### config.mk
export PLATFORM = sky130hd
export DESIGN_NAME = div_pipe8_unit_flat
export DESIGN_NICKNAME = d
export VERILOG_FILES = /design/src/rtl/div_pipe8_unit_if.sv /design/src/rtl/div_pipe8_unit.sv /design/src/flat_wrapper.sv
export SDC_FILE = /design/constraint.sdc
export NUM_CORES = 2
export LEC_CHECK = 0
export ABC_AREA = 1
export CAP_MARGIN = 20
export CORE_ASPECT_RATIO = 2
export CORE_MARGIN = 2
export CORE_UTILIZATION = 65
export CTS_BUF_LIST = sky130_fd_sc_hd__clkbuf_16
export CTS_CLUSTER_SIZE = 40
export DETAILED_ROUTE_END_ITERATION = 6
export GPL_TIMING_DRIVEN = 0
export PLACE_DENSITY = 0.86
export REMOVE_ABC_BUFFERS = 1
export SETUP_SLACK_MARGIN = 0.3
export SLEW_MARGIN = 0
export SYNTH_ARGS = -nofsm -noshare
export SYNTH_HDL_FRONTEND = slang
export SYNTH_SLANG_ARGS = --single-unit
### constraint.sdc
create_clock -name clk -period 17.8 [get_ports clk]
set_input_delay 5.34 -clock clk [delete_from_list [all_inputs] [get_ports clk]]
set_output_delay 5.34 -clock clk [all_outputs]
set_load 0.03 [all_outputs]
### src/rtl/div_pipe8_unit_if.sv
// Issue/result bundle of the 8-stage pipelined divider: decode-side issue,
// per-stage busy vectors for hazard checks, and the writeback port.
interface div_pipe8_unit_if #(
    parameter int XLEN = 32
);
    logic            in_valid;
    logic            in_signed;
    logic            in_get_rem;
    logic [4:0]      in_rd;
    logic [XLEN-1:0] in_dividend;
    logic [XLEN-1:0] in_divisor;

    logic [6:0]      div_busy_0;
    logic [6:0]      div_busy_1;
    logic [6:0]      div_busy_2;
    logic [6:0]      div_busy_3;
    logic [6:0]      div_busy_4;
    logic [6:0]      div_busy_5;
    logic [6:0]      div_busy_6;
    logic [6:0]      div_busy_7;

    logic            out_valid;
    logic [4:0]      out_rd;
    logic [XLEN-1:0] out_result;

    modport master (
        output in_valid, in_signed, in_get_rem, in_rd, in_dividend, in_divisor,
        input  div_busy_0, div_busy_1, div_busy_2, div_busy_3,
               div_busy_4, div_busy_5, div_busy_6, div_busy_7,
        input  out_valid, out_rd, out_result
    );

    modport slave (
        input  in_valid, in_signed, in_get_rem, in_rd, in_dividend, in_divisor,
        output div_busy_0, div_busy_1, div_busy_2, div_busy_3,
               div_busy_4, div_busy_5, div_busy_6, div_busy_7,
        output out_valid, out_rd, out_result
    );
endinterface

### src/rtl/div_pipe8_unit.sv
// Fully pipelined radix-2 restoring divider for DIV/DIVU/REM/REMU: 4 quotient
// bits per stage, fixed 8-cycle latency, one op per cycle, never stalls.
module div_pipe8_unit #(
    parameter int XLEN           = 32,
    parameter int STAGES         = 8,
    parameter int BITS_PER_STAGE = XLEN / STAGES
) (
    input  logic            clk,
    input  logic            rst,
    div_pipe8_unit_if.slave bus
);
    localparam int unsigned LP_BPS = BITS_PER_STAGE;

    typedef struct packed {
        logic            get_rem;
        logic            neg_q;
        logic            neg_r;
        logic [4:0]      rd;
        logic [XLEN-1:0] rem;
        logic [XLEN-1:0] quo;
    } stage_t;

    logic [STAGES-1:0] r_valid;
    stage_t            r_stage [STAGES];
    // The last stage never iterates again, so it needs no divisor copy.
    logic [XLEN-1:0]   r_dvsr  [STAGES-1];

    stage_t            w_entry;
    logic [XLEN-1:0]   w_abs_dvsr;
    stage_t            w_next  [STAGES];
    logic [XLEN-1:0]   w_q;
    logic [XLEN-1:0]   w_r;

    // quo doubles as the dividend shift register: its msb feeds rem, the new
    // quotient bit enters at the bottom.
    function automatic stage_t f_step(input stage_t s, input logic [XLEN-1:0] dvsr);
        stage_t          w_s;
        logic [XLEN:0]   w_shift;
        w_s = s;
        for (int unsigned i = 0; i < LP_BPS; i++) begin
            w_shift = {w_s.rem, w_s.quo[XLEN-1]};
            if (w_shift >= {1'b0, dvsr}) begin
                w_shift = w_shift - {1'b0, dvsr};
                w_s.quo = {w_s.quo[XLEN-2:0], 1'b1};
            end else begin
                w_s.quo = {w_s.quo[XLEN-2:0], 1'b0};
            end
            w_s.rem = w_shift[XLEN-1:0];
        end
        return w_s;
    endfunction

    function automatic logic [6:0] f_busy(input logic v, input stage_t s);
        return v ? {1'b1, s.get_rem, s.rd} : 7'b0;
    endfunction

    always_comb begin
        w_entry     = '0;
        w_abs_dvsr  = (bus.in_signed && bus.in_divisor[XLEN-1]) ? -bus.in_divisor
                                                                : bus.in_divisor;
        w_entry.quo = (bus.in_signed && bus.in_dividend[XLEN-1]) ? -bus.in_dividend
                                                                 : bus.in_dividend;
        w_entry.rem     = '0;
        w_entry.get_rem = bus.in_get_rem;
        w_entry.rd      = bus.in_rd;
        // A zero divisor must keep the all-ones quotient unsigned.
        w_entry.neg_q   = bus.in_signed & (bus.in_dividend[XLEN-1] ^ bus.in_divisor[XLEN-1])
                          & (bus.in_divisor != '0);
        w_entry.neg_r   = bus.in_signed & bus.in_dividend[XLEN-1];
    end

    always_comb begin
        w_next[0] = f_step(w_entry, w_abs_dvsr);
        for (int unsigned k = 1; k < STAGES; k++) begin
            w_next[k] = f_step(r_stage[k-1], r_dvsr[k-1]);
        end
    end

    always_ff @(posedge clk) begin
        if (!rst) begin
            r_valid <= '0;
        end else begin
            r_valid <= {r_valid[STAGES-2:0], bus.in_valid};
        end
    end

    // Payload is left unreset; every consumer is gated by r_valid.
    always_ff @(posedge clk) begin
        if (bus.in_valid) begin
            r_stage[0] <= w_next[0];
            r_dvsr[0]  <= w_abs_dvsr;
        end
        for (int unsigned k = 1; k < STAGES; k++) begin
            if (r_valid[k-1]) begin
                r_stage[k] <= w_next[k];
            end
        end
        for (int unsigned k = 1; k < STAGES - 1; k++) begin
            if (r_valid[k-1]) begin
                r_dvsr[k] <= r_dvsr[k-1];
            end
        end
    end

    assign bus.div_busy_0 = f_busy(r_valid[0], r_stage[0]);
    assign bus.div_busy_1 = f_busy(r_valid[1], r_stage[1]);
    assign bus.div_busy_2 = f_busy(r_valid[2], r_stage[2]);
    assign bus.div_busy_3 = f_busy(r_valid[3], r_stage[3]);
    assign bus.div_busy_4 = f_busy(r_valid[4], r_stage[4]);
    assign bus.div_busy_5 = f_busy(r_valid[5], r_stage[5]);
    assign bus.div_busy_6 = f_busy(r_valid[6], r_stage[6]);
    assign bus.div_busy_7 = f_busy(r_valid[7], r_stage[7]);

    always_comb begin
        w_q = r_stage[STAGES-1].neg_q ? -r_stage[STAGES-1].quo : r_stage[STAGES-1].quo;
        w_r = r_stage[STAGES-1].neg_r ? -r_stage[STAGES-1].rem : r_stage[STAGES-1].rem;
        bus.out_valid  = r_valid[STAGES-1];
        bus.out_rd     = r_valid[STAGES-1] ? r_stage[STAGES-1].rd : '0;
        bus.out_result = '0;
        if (r_valid[STAGES-1]) begin
            bus.out_result = r_stage[STAGES-1].get_rem ? w_r : w_q;
        end
    end
endmodule

### src/flat_wrapper.sv
// flat-port wrapper written by rule: the top's interface ports become plain ports
module div_pipe8_unit_flat 
#(
    parameter int XLEN           = 32,
    parameter int STAGES         = 8,
    parameter int BITS_PER_STAGE = XLEN / STAGES
)
  (clk, rst, bus_in_valid, bus_in_signed, bus_in_get_rem, bus_in_rd, bus_in_dividend, bus_in_divisor, bus_div_busy_0, bus_div_busy_1, bus_div_busy_2, bus_div_busy_3, bus_div_busy_4, bus_div_busy_5, bus_div_busy_6, bus_div_busy_7, bus_out_valid, bus_out_rd, bus_out_result);
  div_pipe8_unit_if #(.XLEN(XLEN)) bus_i ();
  input  logic clk;
  input  logic rst;
  input wire logic [$bits(bus_i.in_valid)-1:0] bus_in_valid;
  input wire logic [$bits(bus_i.in_signed)-1:0] bus_in_signed;
  input wire logic [$bits(bus_i.in_get_rem)-1:0] bus_in_get_rem;
  input wire logic [$bits(bus_i.in_rd)-1:0] bus_in_rd;
  input wire logic [$bits(bus_i.in_dividend)-1:0] bus_in_dividend;
  input wire logic [$bits(bus_i.in_divisor)-1:0] bus_in_divisor;
  output wire logic [$bits(bus_i.div_busy_0)-1:0] bus_div_busy_0;
  output wire logic [$bits(bus_i.div_busy_1)-1:0] bus_div_busy_1;
  output wire logic [$bits(bus_i.div_busy_2)-1:0] bus_div_busy_2;
  output wire logic [$bits(bus_i.div_busy_3)-1:0] bus_div_busy_3;
  output wire logic [$bits(bus_i.div_busy_4)-1:0] bus_div_busy_4;
  output wire logic [$bits(bus_i.div_busy_5)-1:0] bus_div_busy_5;
  output wire logic [$bits(bus_i.div_busy_6)-1:0] bus_div_busy_6;
  output wire logic [$bits(bus_i.div_busy_7)-1:0] bus_div_busy_7;
  output wire logic [$bits(bus_i.out_valid)-1:0] bus_out_valid;
  output wire logic [$bits(bus_i.out_rd)-1:0] bus_out_rd;
  output wire logic [$bits(bus_i.out_result)-1:0] bus_out_result;
  assign bus_i.in_valid = bus_in_valid;
  assign bus_i.in_signed = bus_in_signed;
  assign bus_i.in_get_rem = bus_in_get_rem;
  assign bus_i.in_rd = bus_in_rd;
  assign bus_i.in_dividend = bus_in_dividend;
  assign bus_i.in_divisor = bus_in_divisor;
  assign bus_div_busy_0 = bus_i.div_busy_0;
  assign bus_div_busy_1 = bus_i.div_busy_1;
  assign bus_div_busy_2 = bus_i.div_busy_2;
  assign bus_div_busy_3 = bus_i.div_busy_3;
  assign bus_div_busy_4 = bus_i.div_busy_4;
  assign bus_div_busy_5 = bus_i.div_busy_5;
  assign bus_div_busy_6 = bus_i.div_busy_6;
  assign bus_div_busy_7 = bus_i.div_busy_7;
  assign bus_out_valid = bus_i.out_valid;
  assign bus_out_rd = bus_i.out_rd;
  assign bus_out_result = bus_i.out_result;
  div_pipe8_unit #(.XLEN(XLEN), .STAGES(STAGES), .BITS_PER_STAGE(BITS_PER_STAGE)) u_core (.clk(clk), .rst(rst), .bus(bus_i));
endmodule
==> out/results.tsv, run 1 <==
metric	value	unit
root_buffer	clkbuf_16	
htreeDepth	3	
globalRouteOverflowTotal	15	
status	did not finish	
grt_max_degree	81	
seq_area_frac_synth	26.06	%
synthFlopType	edfxtp_1	
synthTopCellsByCount	nand2_1 (3511), inv_1 (1468), a21oi_1 (1381)	
grt_pass1_vias	104700	
cts_buffer_depth	3	
synthTopCellsByArea	edfxtp_1 (26%), nand2_1 (14%), ha_1 (13%)	
io_pins	168	
yosysWarnings	0	
syn-cell-area	92810	µm²
start_util	65.25	%
cts_num_sinks	808	
die_w	271.2	µm
gp_congestion	1.138	
placed_area	96370	µm²
grt_pass1_wl	640700	µm
stop_error	[ERROR GRT-0116] Global routing finished with congestion. Check the congestion regions in the DRC Viewer.	
synth-edff-count	800	
async_flop_share	0	%
placed_cells	15190	
fp-row-count	196	
cts_buffers	74	
grt_usage	58.35	%
synth.most_common_cell	nand2_1	
synth.distinct_cells	75	
syn_area_per_cell	6.955	µm²
die_h	538.4	µm
synth_top_cell_by_area	edfxtp_1	
synth-seq-cells	808	
lastStage	5_1_grt	
hpwl	305500	µm
synthCells	13340	
cts_hold_buffers	0	
yosysTopAreaCellShare	25.88	%
portBuffers	167	
[per-layer routing]
metal,GRT usage [%],GRT overflow
met5,5.963,0
met4,69.14,6
met3,29.26,1
met2,87.95,8
met1,51.71,0
[cells by family after synthesis]
| kind of cell | after synthesis | synth area share (%) |
|---|---|---|
| flops | 808 | 26.06 |
| compound gates | 3021 | 17.97 |
| buf+inv | 1729 | 7.288 |
| xor+xnor | 910 | 8.604 |
| simple gates | 5847 | 25.96 |
| fa+ha+maj | 1029 | 14.12 |
[stage by stage]
step           setup slack [ns]  hold WS, ns
2_1_floorplan             2.276       0.4003
3_5_place_dp             -2.812       0.4045
4_1_cts                  0.3033       0.3988
3_3_place_gp             -2.406       0.4011
[repair_timing]
item,in CTS
gates resized for setup,18
setup buffers,6
endpoints found under the hold margin,0
pin swaps,6
cloned,3
endpoints found under the setup margin,33
==> inputs of run 2 (changes only) <==
- CORE_ASPECT_RATIO: 2 -> not set
- CORE_UTILIZATION: 65 -> 40
- CTS_BUF_LIST: sky130_fd_sc_hd__clkbuf_16 -> not set
- CTS_CLUSTER_SIZE: 40 -> not set
- PLACE_DENSITY: 0.86 -> not set
- PLACE_DENSITY_LB_ADDON: not set -> 0.15
- SETUP_SLACK_MARGIN: 0.3 -> not set
==> run 2 against run 1 <==
Net effect: the run now ends clean; synthesized cell count is the same; synthesized area is the same.
==> out/results.tsv, run 2 <==
metric	value	unit	change
core_area	230300	µm²	
max_cap_viol_count	0		
fp-row-count	176		was 196
portBuffers	167		unchanged
max_stage_delay	0.54	ns	
yosysWarnings	0		unchanged
synthFlopType	edfxtp_1		unchanged
seqCellArea	24210	µm²	
io_pins	168		unchanged
synth.most_common_cell	nand2_1		unchanged
max-slew-margin-rel	25.43	%	
worstRegToRegCells	52		
largest_reg_flops	576		
clk_pin_slew	0.06	ns	
gp_congestion	0.9795		was 1.138
cp_common_cell	nand2_1		
utilization	44.10	%	
grt_max_degree	84		
worst_path_dominant_cell_family	simple AND/OR/NAND/NOR gates		
synthTopCellsByCount	nand2_1 (3511), inv_1 (1468), a21oi_1 (1381)		unchanged
final_cell_mix	nand2_1 (3507), inv_1 (1466), a21oi_1 (1376)		
cts_buffer_depth	3		unchanged
die_h	485.7	µm	was 538.4 µm
hp-class	reg2reg		
drive_above_1_share	3.139	%	
drcViolationCount	0		
hp-start	u_core.r_stage[0][80]		
layout_commonest_cell	nand2_1		
crit_slowest_cell	clkdlybuf4s50_1		
synth-edff-count	800		unchanged
synth-seq-cells	808		unchanged
min_to	u_core.r_stage[0][156]		
synthTopCellsByArea	edfxtp_1 (26%), nand2_1 (14%), ha_1 (13%)		unchanged
syn-cell-area	92810	µm²	unchanged
nNetsFinal	14530		
num_vias	92170		
cp.arrival	17.48	ns	
slew_violations	0		
root_buffer	clkbuf_16		unchanged
grt_pass1_wl	531300	µm	
regToRegEndpoint	u_core.r_stage[0][271]		
finalCriticalPeriod	16.99	ns	
die_w	485.7	µm	was 271.2 µm
syn_area_per_cell	6.955	µm²	unchanged
crit_type	in2reg		
whs	0.4001	ns	
cts_num_sinks	808		unchanged
start_kind	input port		
grt_antenna_before_repair	17		
tns	0	ns	
nFillCells	23850		
yosysTopAreaCellShare	25.88	%	unchanged
worst_pin_slew	1.116	ns	
stdcell_count	16540		
placed_cells	16340		was 15190
top_register	u_core.r_stage		
globalRouteOverflowTotal	0		
status	finished clean		was did not finish
cp_max_fo	48		
rsz0062_at_grt	false		
cp-startpoint	bus_in_dividend[1]		
clkLatencyLatePin	0.75	ns	
r2r-start	u_core.r_dvsr[2][24]		
clock.fmax	58.85	MHz	
drt-wirelength-per-cell	21.63	µm	
synth_top_cell_by_area	edfxtp_1		unchanged
routed_wirelength	357800	µm	
path_buf_inv	8		
cts_tree	done		
seq_area_frac_synth	26.06	%	unchanged
clock_skew	0.05518	ns	
synth.distinct_cells	75		unchanged
die_area	235900	µm²	
async_flop_share	0	%	unchanged
area_growth	9.444	%	
multiInputGateArea	62040	µm²	
setup_viol	0		
synthCells	13340		unchanged
hpwl	300100	µm	was 305500 µm
htreeDepth	3		unchanged
fin_crit_sh	95.46	%	
hold_viol	0		
whs_path_depth	0		
drtPass1Iterations	6		
cts_buffers	95		was 74
worst-r2r-setup-slack	2.55	ns	
top_regs	u_core.r_stage: 576 flops, u_core.r_dvsr: 224 flops, u_core.r_valid: 8 flops		
start_util	40.29	%	was 65.25%
critPathRequiredTime	18.29	ns	
via_per_inst	5.572		
endpoint_kind	flip-flop		
drt-initial-drc-count	7804		
grt_usage	29.30	%	
ant_nets	0		
grt_pass1_vias	86820		
## run 2: cell counts after synthesis
Identical to the previous run, type by type.
## run 2: worst max-delay path by stage
stage                                 end  slack [ns]  cells after the start
finish              u_core.r_stage[0][62]        0.81                     74
global route        u_core.r_stage[0][43]        0.02                     74
CTS                 u_core.r_stage[0][43]        0.03                     75
detailed placement  u_core.r_stage[0][62]       -3.47                     70
global placement    u_core.r_stage[0][62]       -4.03                     70
floorplan           u_core.r_stage[0][60]        2.28                     69
## run 2: final cells by class
class | instances | area share [%]
clock buffers | 111 | 2.419
repair buffers | 222 | 2.674
diodes | 5 | 0.01232
inverters | 1495 | 5.561
multi-input cells | 10810 | 61.07
flip-flops and latches | 808 | 23.83
clock inverters | 64 | 0.6996
well taps | 3026 | 3.727
## run 2: per-stage QoR
| step | area [µm²] | worst slack [ns] |
|---|---|---|
| 2_1_floorplan | 91660 | 2.276 |
| 3_3_place_gp | 97120 | -4.033 |
| 3_5_place_dp | 98010 | -3.467 |
| 4_1_cts | 101400 | 0.03036 |
| 5_1_grt | 101600 | 0.02358 |
| 6_report | 101600 | 0.8074 |
## run 2: logic make-up after synthesis
kind of cell	Yosys count	share of synthesized area, %
flip-flops	808	26.06
adder cells (fa/ha/maj)	1029	14.12
AND/OR/NAND/NOR	5847	25.96
XOR/XNOR	910	8.604
AO/OA/AOI/OAI	3021	17.97
buffers and inverters	1729	7.288
## run 2: metal layers
metal	up-vias	routed length (µm)	GRT usage, %
met5	-	28	0
met4	4	15720	11.22
met3	533	19110	3.043
met2	2881	165800	49.48
met1	43150	157200	38.40
li1	45600	-	-
## run 2: timing repair
action	4_1_cts	5_1_grt
hold endpoints to repair	0	0
endpoints found under the setup margin	33	33
gates cloned	2	0
hold buffers	0	0
pin swaps	5	3
gates resized for setup	21	22
buffers inserted	9	1
Power of run 2 is not shown: default switching activity piles up to over one toggle a cycle in this logic, so the estimate is an artifact.
